`src/rtl/fp16_pkg.sv`:
```
// Shared definitions for the FP16 normalize-and-round stage.
package fp16_pkg;

  localparam int unsigned BIAS    = 15;
  localparam int unsigned EXP_MAX = 31;
  localparam logic [15:0] QNAN    = 16'h7E00;
  localparam logic [15:0] INF     = 16'h7C00;

  // Bit positions inside the {overflow, underflow, inexact} flag vector.
  localparam int unsigned FLAG_OVF = 2;
  localparam int unsigned FLAG_UNF = 1;
  localparam int unsigned FLAG_INX = 0;

  // Upstream special-case classification, already priority-resolved.
  typedef enum logic [1:0] {
    KIND_NUM  = 2'd0,
    KIND_ZERO = 2'd1,
    KIND_INF  = 2'd2,
    KIND_NAN  = 2'd3
  } kind_e;

  // Stage-1 register: normalized significand with the leading one at bit 20.
  typedef struct packed {
    logic        sign;
    logic [6:0]  exp;
    logic [20:0] sig;
    logic        sticky;
    kind_e       kind;
  } s1_t;

endpackage

```
`src/rtl/fp16_normalize_round_if.sv`:
```
// Handshake bundle for fp16_normalize_round.
// Both channels use valid/ready: a beat transfers on a rising clock edge where
// valid and ready are both high; a producer holding valid must keep its data
// stable until that edge, and ready never depends on the same side's valid.
interface fp16_normalize_round_if;
  logic        io_in_valid;
  logic        io_in_ready;
  logic        io_in_sign;
  logic [6:0]  io_in_exponent;
  logic [21:0] io_in_mantissa;
  logic        io_in_is_nan;
  logic        io_in_is_inf;
  logic        io_in_is_zero;
  logic        io_out_valid;
  logic        io_out_ready;
  logic [15:0] io_out_data;
  logic [2:0]  io_flags;
  logic        io_flags_clear;

  // Environment side: feeds operands, consumes results.
  modport master (
    output io_in_valid, io_in_sign, io_in_exponent, io_in_mantissa,
           io_in_is_nan, io_in_is_inf, io_in_is_zero, io_out_ready, io_flags_clear,
    input  io_in_ready, io_out_valid, io_out_data, io_flags
  );

  // Stage side.
  modport slave (
    input  io_in_valid, io_in_sign, io_in_exponent, io_in_mantissa,
           io_in_is_nan, io_in_is_inf, io_in_is_zero, io_out_ready, io_flags_clear,
    output io_in_ready, io_out_valid, io_out_data, io_flags
  );
endinterface

```
`src/rtl/fp16_round_rne.sv`:
```
// Round-to-nearest-even on a 10-bit fraction given guard and sticky bits.
module fp16_round_rne (
  input  logic [9:0] frac_i,
  input  logic       guard_i,
  input  logic       sticky_i,
  output logic [9:0] frac_o,
  output logic       carry_o,
  output logic       inexact_o
);
  logic round_up;

  assign round_up  = guard_i & (sticky_i | frac_i[0]);
  assign {carry_o, frac_o} = {1'b0, frac_i} + {10'd0, round_up};
  assign inexact_o = guard_i | sticky_i;
endmodule

```
`src/rtl/fp16_normalize_round.sv`:
```
// Two-stage normalize and round-to-nearest-even pack to IEEE binary16.
// Optional feature macro: FP16_SUBNORMAL_EN (gradual underflow); when it is
// undefined, tiny results flush to signed zero.
module fp16_normalize_round
  import fp16_pkg::*;
(
  input  logic                  clock,
  input  logic                  reset,
  fp16_normalize_round_if.slave io
);
  logic        adv;
  logic        s1_valid_q;
  s1_t         s1_d, s1_q;
  logic        out_valid_q;
  logic [15:0] out_data_q;
  logic [2:0]  out_flags_q;
  logic [2:0]  flags_d, flags_q;
  logic [15:0] res_data;
  logic [2:0]  res_flags;

  logic signed [7:0] e2;
  logic        tiny;
  logic [9:0]  rnd_frac_in;
  logic        rnd_guard, rnd_sticky;
  logic [9:0]  rnd_frac;
  logic        rnd_carry, rnd_inexact;
  logic [7:0]  e_fin;
`ifdef FP16_SUBNORMAL_EN
  logic [7:0]  shamt;
  logic [3:0]  sh;
  logic [19:0] shifted;
  logic        lost;
  logic        big_shift;
`endif

  // Both stages move together; a held output freezes the whole pipe.
  assign adv            = io.io_out_ready | ~out_valid_q;
  assign io.io_in_ready = adv;
  assign io.io_out_valid = out_valid_q;
  assign io.io_out_data  = out_data_q;
  assign io.io_flags     = flags_q;

  // Stage 1: classify specials and bring the leading one to bit 20.
  always_comb begin
    s1_d        = '0;
    s1_d.sign   = io.io_in_sign;
    if (io.io_in_is_nan)       s1_d.kind = KIND_NAN;
    else if (io.io_in_is_inf)  s1_d.kind = KIND_INF;
    else if (io.io_in_is_zero) s1_d.kind = KIND_ZERO;
    else                       s1_d.kind = KIND_NUM;
    if (io.io_in_mantissa[21]) begin
      s1_d.sig    = io.io_in_mantissa[21:1];
      s1_d.exp    = io.io_in_exponent + 7'd1;
      s1_d.sticky = io.io_in_mantissa[0];
    end else begin
      s1_d.sig    = io.io_in_mantissa[20:0];
      s1_d.exp    = io.io_in_exponent;
      s1_d.sticky = 1'b0;
    end
  end

  // Stage 2 rounder inputs: normal field split, or denormalizing shift when tiny.
  always_comb begin
    e2          = {s1_q.exp[6], s1_q.exp};
    tiny        = (e2 <= 8'sd0);
    rnd_frac_in = s1_q.sig[19:10];
    rnd_guard   = s1_q.sig[9];
    rnd_sticky  = (|s1_q.sig[8:0]) | s1_q.sticky;
`ifdef FP16_SUBNORMAL_EN
    shamt     = 8'd1 - e2;
    big_shift = (shamt >= 8'd12);
    sh        = shamt[3:0];
    // Shift amount is at least 1 here, so bit 20 always leaves the top field.
    shifted   = s1_q.sig[20:1] >> (sh - 4'd1);
    lost      = |(s1_q.sig & ((21'h1 << sh) - 21'h1));
    if (tiny && !big_shift) begin
      rnd_frac_in = shifted[19:10];
      rnd_guard   = shifted[9];
      rnd_sticky  = (|shifted[8:0]) | lost | s1_q.sticky;
    end
`endif
  end

  fp16_round_rne u_round (
    .frac_i    (rnd_frac_in),
    .guard_i   (rnd_guard),
    .sticky_i  (rnd_sticky),
    .frac_o    (rnd_frac),
    .carry_o   (rnd_carry),
    .inexact_o (rnd_inexact)
  );

  // Stage 2 result: specials bypass, then overflow, tiny and normal packing.
  always_comb begin
    res_data  = '0;
    res_flags = '0;
    e_fin     = e2 + {7'd0, rnd_carry};
    unique case (s1_q.kind)
      KIND_NAN:  res_data = QNAN;
      KIND_INF:  res_data = {s1_q.sign, INF[14:0]};
      KIND_ZERO: res_data = {s1_q.sign, 15'h0};
      default: begin
        if (s1_q.sig == '0) begin
          res_data = {s1_q.sign, 15'h0};
        end else if (tiny) begin
`ifdef FP16_SUBNORMAL_EN
          if (big_shift) begin
            res_data            = {s1_q.sign, 15'h0};
            res_flags[FLAG_UNF] = 1'b1;
            res_flags[FLAG_INX] = 1'b1;
          end else begin
            // A carry out of the fraction promotes to the smallest normal.
            res_data            = {s1_q.sign, 4'd0, rnd_carry, rnd_frac};
            res_flags[FLAG_UNF] = rnd_inexact;
            res_flags[FLAG_INX] = rnd_inexact;
          end
`else
          res_data            = {s1_q.sign, 15'h0};
          res_flags[FLAG_UNF] = 1'b1;
          res_flags[FLAG_INX] = 1'b1;
`endif
        end else if (e_fin >= 8'(EXP_MAX)) begin
          res_data            = {s1_q.sign, INF[14:0]};
          res_flags[FLAG_OVF] = 1'b1;
          res_flags[FLAG_INX] = 1'b1;
        end else begin
          res_data            = {s1_q.sign, e_fin[4:0], rnd_frac};
          res_flags[FLAG_INX] = rnd_inexact;
        end
      end
    endcase
  end

  // Pipeline registers; contents only change when the pipe advances.
  always_ff @(posedge clock or posedge reset) begin
    if (reset) begin
      s1_valid_q  <= 1'b0;
      s1_q        <= '0;
      out_valid_q <= 1'b0;
      out_data_q  <= '0;
      out_flags_q <= '0;
    end else if (adv) begin
      s1_valid_q  <= io.io_in_valid;
      if (io.io_in_valid) s1_q <= s1_d;
      out_valid_q <= s1_valid_q;
      if (s1_valid_q) begin
        out_data_q  <= res_data;
        out_flags_q <= res_flags;
      end
    end
  end

  // Sticky flags: clear first, then OR in the departing beat so a set wins.
  always_comb begin
    flags_d = io.io_flags_clear ? 3'b000 : flags_q;
    if (out_valid_q && io.io_out_ready) flags_d = flags_d | out_flags_q;
  end

  // Flag register.
  always_ff @(posedge clock or posedge reset) begin
    if (reset) flags_q <= '0;
    else       flags_q <= flags_d;
  end
endmodule

```
`src/flat_wrapper.sv`:
```
// flat-port wrapper written by rule: the top's interface ports become plain ports
module fp16_normalize_round_flat import fp16_pkg::*;
  (clock, reset, io_io_in_valid, io_io_in_sign, io_io_in_exponent, io_io_in_mantissa, io_io_in_is_nan, io_io_in_is_inf, io_io_in_is_zero, io_io_out_ready, io_io_flags_clear, io_io_in_ready, io_io_out_valid, io_io_out_data, io_io_flags);
  fp16_normalize_round_if io_i ();
  input  logic clock;
  input  logic reset;
  input wire logic [$bits(io_i.io_in_valid)-1:0] io_io_in_valid;
  input wire logic [$bits(io_i.io_in_sign)-1:0] io_io_in_sign;
  input wire logic [$bits(io_i.io_in_exponent)-1:0] io_io_in_exponent;
  input wire logic [$bits(io_i.io_in_mantissa)-1:0] io_io_in_mantissa;
  input wire logic [$bits(io_i.io_in_is_nan)-1:0] io_io_in_is_nan;
  input wire logic [$bits(io_i.io_in_is_inf)-1:0] io_io_in_is_inf;
  input wire logic [$bits(io_i.io_in_is_zero)-1:0] io_io_in_is_zero;
  input wire logic [$bits(io_i.io_out_ready)-1:0] io_io_out_ready;
  input wire logic [$bits(io_i.io_flags_clear)-1:0] io_io_flags_clear;
  output wire logic [$bits(io_i.io_in_ready)-1:0] io_io_in_ready;
  output wire logic [$bits(io_i.io_out_valid)-1:0] io_io_out_valid;
  output wire logic [$bits(io_i.io_out_data)-1:0] io_io_out_data;
  output wire logic [$bits(io_i.io_flags)-1:0] io_io_flags;
  assign io_i.io_in_valid = io_io_in_valid;
  assign io_i.io_in_sign = io_io_in_sign;
  assign io_i.io_in_exponent = io_io_in_exponent;
  assign io_i.io_in_mantissa = io_io_in_mantissa;
  assign io_i.io_in_is_nan = io_io_in_is_nan;
  assign io_i.io_in_is_inf = io_io_in_is_inf;
  assign io_i.io_in_is_zero = io_io_in_is_zero;
  assign io_i.io_out_ready = io_io_out_ready;
  assign io_i.io_flags_clear = io_io_flags_clear;
  assign io_io_in_ready = io_i.io_in_ready;
  assign io_io_out_valid = io_i.io_out_valid;
  assign io_io_out_data = io_i.io_out_data;
  assign io_io_flags = io_i.io_flags;
  fp16_normalize_round u_core (.clock(clock), .reset(reset), .io(io_i));
endmodule
```
`config.mk`:
```
export PLATFORM = sky130hd
export DESIGN_NAME = fp16_normalize_round_flat
export DESIGN_NICKNAME = d
export VERILOG_FILES = /design/src/rtl/fp16_pkg.sv /design/src/rtl/fp16_normalize_round_if.sv /design/src/rtl/fp16_round_rne.sv /design/src/rtl/fp16_normalize_round.sv /design/src/flat_wrapper.sv
export SDC_FILE = /design/constraint.sdc
export NUM_CORES = 1
export LEC_CHECK = 0
export CAP_MARGIN = 20
export CORE_MARGIN = 8
export CORE_UTILIZATION = 39
export CTS_BUF_LIST = sky130_fd_sc_hd__clkbuf_4 sky130_fd_sc_hd__clkbuf_8 sky130_fd_sc_hd__clkbuf_16
export DETAILED_ROUTE_END_ITERATION = 8
export MAX_ROUTING_LAYER = met4
export PLACE_DENSITY = 0.7
export SYNTH_ARGS = -nofsm -noshare
export SYNTH_HDL_FRONTEND = slang
export SYNTH_SLANG_ARGS = --single-unit
```
`constraint.sdc`:
```
create_clock -name clock -period 5.17 [get_ports clock]
set_input_delay 0.517 -clock clock [delete_from_list [all_inputs] [get_ports clock]]
set_output_delay 0.517 -clock clock [all_outputs]
set_load 0.005 [all_outputs]
```
==> flow_summary_export.csv <==
group,metric,value,unit
floorplanning,die_w,102,um
setup_path,max_stage_delay,0.43,ns
sta,timing.fmax,354,MHz
detailed_routing,ant_nets,0,
grt,grt.overflow.total,0,
clock_network,clkSlewWorstSetupHoldPaths,0.10,ns
run_status,outcome,"finished, final reports clean",
sta,finClkSkew,0.0110,ns
power,power.share.clock,0.218,
clock_network,tritoncts.num_buffers,5,
detailed_routing,detailed_route_vias_per_instance,4.99,
clock_network,sink_count_of_the_clock_tree,56,
synthesis,synth_fa_ha_area_frac,0.0175,
synthesis,synth_area_per_cell,9.76,um2
layout,antenna_cells_inserted,0,
floorplanning,floorplan.io_pins,59,
worst_hold_path,worst_hold_path_type,"reg -> reg",
detailed_routing,total_number_of_vias,2224,
synthesis,synth_edf_count,0,
power,cellPowerDensity,290,nW/um2
synthesis,synth.area.mux_share,0.0814,
synthesis,asyncSetResetFlopFracSynth,1.00,
sta,timing.final.ws_setup,2.35,ns
clock_network,post-cts-setup-buffers,0,
power,total_leakage_power,1.46,nW
power,netSwitchingPower,0.317,mW
placement,place_inst,439,
placement,place_worst_setup_slack,2.37,ns
clock_network,clk_root_buffer_cell,"sky130_fd_sc_hd__clkbuf_8",
clock_network,cts_hold_repair.buffers,0,
synthesis,post_synth_simple_gate_area,0.182,
setup_path,cpMaxStageDelayCell,"sky130_fd_sc_hd__dfrtp_1",
detailed_routing,drtPass1Iterations,4,
placement,io_buf_count,58,
layout,fin_nets,389,
layout,post_route_cells_drive_above_1_share,0.0692,
grt,grt_util_all_layers,0.130,
sta,report.final.setup_viol,0,
setup_path,cp_cell_sequence,"and2_1 -> ha_1 -> nand3_1 -> nor4_1 -> ha_1 -> ha_1 -> and3_2 -> a31oi_1 -> a21oi_2 -> nor3_4 -> a221o_1",
layout,area.growth.synth_to_final,26.1,%
sta,worstMarginPinSlew,1.02,ns
layout,final_area,3610,um2
synthesis,ys_types,45,
grt,first_global_vias,2288,
synthesis,largest_family_of_logic_cells_by_synthesized_area,"simple AND/OR/NAND/NOR gates",
synthesis,synth_area,2860,um2
sta,slew_hr,0.321,
floorplanning,core_region,7180,um2
grt,grt_use_met3,0.0261,
layout,fin_util,0.503,
synthesis,synthCells,293,
power,switch_share,0.303,
synthesis,most_instantiated_library_cell_after_synthesis,"sky130_fd_sc_hd__dfrtp_1",
setup_path,crit_path_start_kind,"flop",
sta,final.period_utilization,0.546,
floorplanning,die_span_y,102,um
synthesis,top_cell_type_by_total_area_after_synthesis,"sky130_fd_sc_hd__dfrtp_1",
clock_network,cts_buffer_depth,2,
synthesis,synthesis.nets,335,
sta,final_max_slew_viol_count,0,
setup_path,crit_type,"reg -> reg",
sta,final.hold.worst_slack,0.483,ns
floorplanning,start_util,0.398,
grt,grt-busiest-layer,"met2",
power,worst_ir_drop_vdd,0.105,mV
clock_network,cts_tree,"done",
layout,finish.cell_count_without_fillers,446,
synthesis,ys_dominant_reg_cell,"sky130_fd_sc_hd__dfrtp_1",
grt,use_met2,0.204,
detailed_routing,wire_per_inst,14.0,um
synthesis,yosys_warnings,0,
flow_run,cap_violations,0,
detailed_routing,drc,0,
sta,final.setup.tns,0,ns
synthesis,ys_seq_area_frac,0.490,
synthesis,synthXorXnorAreaFrac,0.0521,
grt,grt.met1_usage,0.165,
sta,rsz_0062_raised_after_global_routing,"false",
placement,placement.cell_area,3520,um2
clock_network,htreeDepth,2,
power,internal_power_of_the_cells,0.728,mW
detailed_routing,routed_wl,6.27,mm
synthesis,synth-compound-area-share,0.141,
grt,grt_antenna_before_repair,0,
power,power_share_of_the_combinational_group,0.244,
clock_network,clkLatencyLatePin,0.31,ns
floorplanning,num_rows,31,
synthesis,synth_top_cell_area_share,0.490,
sta,fin_crit,2.82,ns
setup_path,critical-path-top-cell-by-count,"sky130_fd_sc_hd__ha_1",
detailed_routing,dr.first_iter.drc_count,65,
sta,timing_hold_violations_final,0,
power,power.share.sequential,0.538,
placement,dpl.hpwl,4.81,mm
setup_path,crit_fanout,10,
synthesis,ys_top_cells_by_area,"sky130_fd_sc_hd__dfrtp_1 (49%), sky130_fd_sc_hd__mux2i_1 (7.4%), sky130_fd_sc_hd__nor2_1 (7.0%)",
placement,gp_congestion,0.858,
setup_path,worst-endpoint-required,5.37,ns
power,total_power,1.04,mW
grt,grt_first_pass_wirelength,10.5,mm
setup_path,crit_arrival,3.02,ns
floorplanning,floorplan.die_area,10300,um2
setup_path,cp-end-kind,"flop",
clock_network,cts_repair_resize_count,0,
synthesis,synth.top_cells.by_count,"sky130_fd_sc_hd__dfrtp_1 (56), sky130_fd_sc_hd__nor2_1 (53), sky130_fd_sc_hd__a21oi_1 (31)",
grt,grt_start_max_net_pins,64,
synthesis,synth-seq-cells,56,
==> power groups by stage <==
stage	registers [mW]	clock network (mW)	logic, mW
after floorplan	0.555	0	0.159
after CTS	0.563	0.235	0.257
final	0.562	0.228	0.255
after global routing	0.573	0.252	0.285
after global placement	0.569	0	0.250
after detailed placement	0.572	0	0.256
==> cell type report <==
type / instances / area [um2]
Inverter: 9 / 33.8
Clock inverter: 1 / 5.00
Timing Repair Buffer: 60 / 608
Tap cell: 99 / 124
Clock buffer: 6 / 76.3
Multi-Input combinational cell: 215 / 1360
Sequential cell: 56 / 1400
Fill cell: 662 / 3570
==> critical path: cells and delay by family (launching register included) <==
| kind | cells | cell delay (ns) |
|---|---|---|
| flip-flops | 1 | 0.43 |
| AND/OR/NAND/NOR | 5 | 0.91 |
| AO/OA/AOI/OAI | 3 | 0.73 |
| adder cells (fa/ha/maj) | 3 | 0.63 |
==> cell families after synthesis <==
| logic type | Yosys count |
|---|---|
| flip-flops | 56 |
| buffers and inverters | 22 |
| adder cells (fa/ha/maj) | 4 |
| AND/OR/NAND/NOR | 109 |
| multiplexers | 23 |
| XOR/XNOR | 17 |
| AO/OA/AOI/OAI | 62 |
==> sequential cells by signal, indices dropped and copies added, names as in the netlist <==
| name | flops |
|---|---|
| u_core.s1_q | 14 |
| u_core.io.io_out_valid | 1 |
| u_core.e2 | 7 |
| u_core.s1_valid_q | 1 |
| u_core.io.io_flags | 3 |
| u_core.out_flags_q | 3 |
| u_core.rnd_frac_in | 10 |
| u_core.io.io_out_data | 16 |
| u_core.rnd_guard | 1 |
==> per-layer routing <==
layer | vias to the layer above | share of wire
met5 | - | 0
met4 | 0 | 0.0089
met3 | 6 | 0.047
met2 | 50 | 0.46
met1 | 1027 | 0.48
li1 | 1141 | -
==> cell usage in the layout (no fill, tap or decap), drive strengths merged, types with 2 or more instances in the layout <==
master | netlist | final
o32ai | 2 | 2
buf | 8 | 2
clkdlybuf4s50 | 0 | 58
and2 | 3 | 3
o211ai | 2 | 2
xor2 | 7 | 7
a31oi | 2 | 2
mux2i | 21 | 21
mux2 | 2 | 2
a22o | 9 | 9
nor2 | 53 | 53
nand4 | 6 | 6
inv | 9 | 9
nand3 | 14 | 14
nor4 | 7 | 7
nand2b | 2 | 2
a21oi | 32 | 32
xnor2 | 10 | 10
dfrtp | 56 | 56
ha | 4 | 4
nand2 | 15 | 15
nor3 | 5 | 5
o21ai | 7 | 7
clkbuf | 5 | 6
==> final timing paths <==
path	from	end	slack, ns	cells past startpoint
min reg2reg	u_core.io.io_out_data[15]	u_core.io.io_out_data[15]	0.48	2
min	u_core.io.io_out_data[15]	u_core.io.io_out_data[15]	0.48	2
max reg2reg	u_core.rnd_guard	u_core.io.io_out_data[9]	2.35	11
max	u_core.rnd_guard	u_core.io.io_out_data[9]	2.35	11
max in group asynchronous	reset	u_core.rnd_frac_in[9]	4.09	3
min in group asynchronous	reset	u_core.rnd_frac_in[4]	0.53	2
Power figures use the tool's default switching activity.
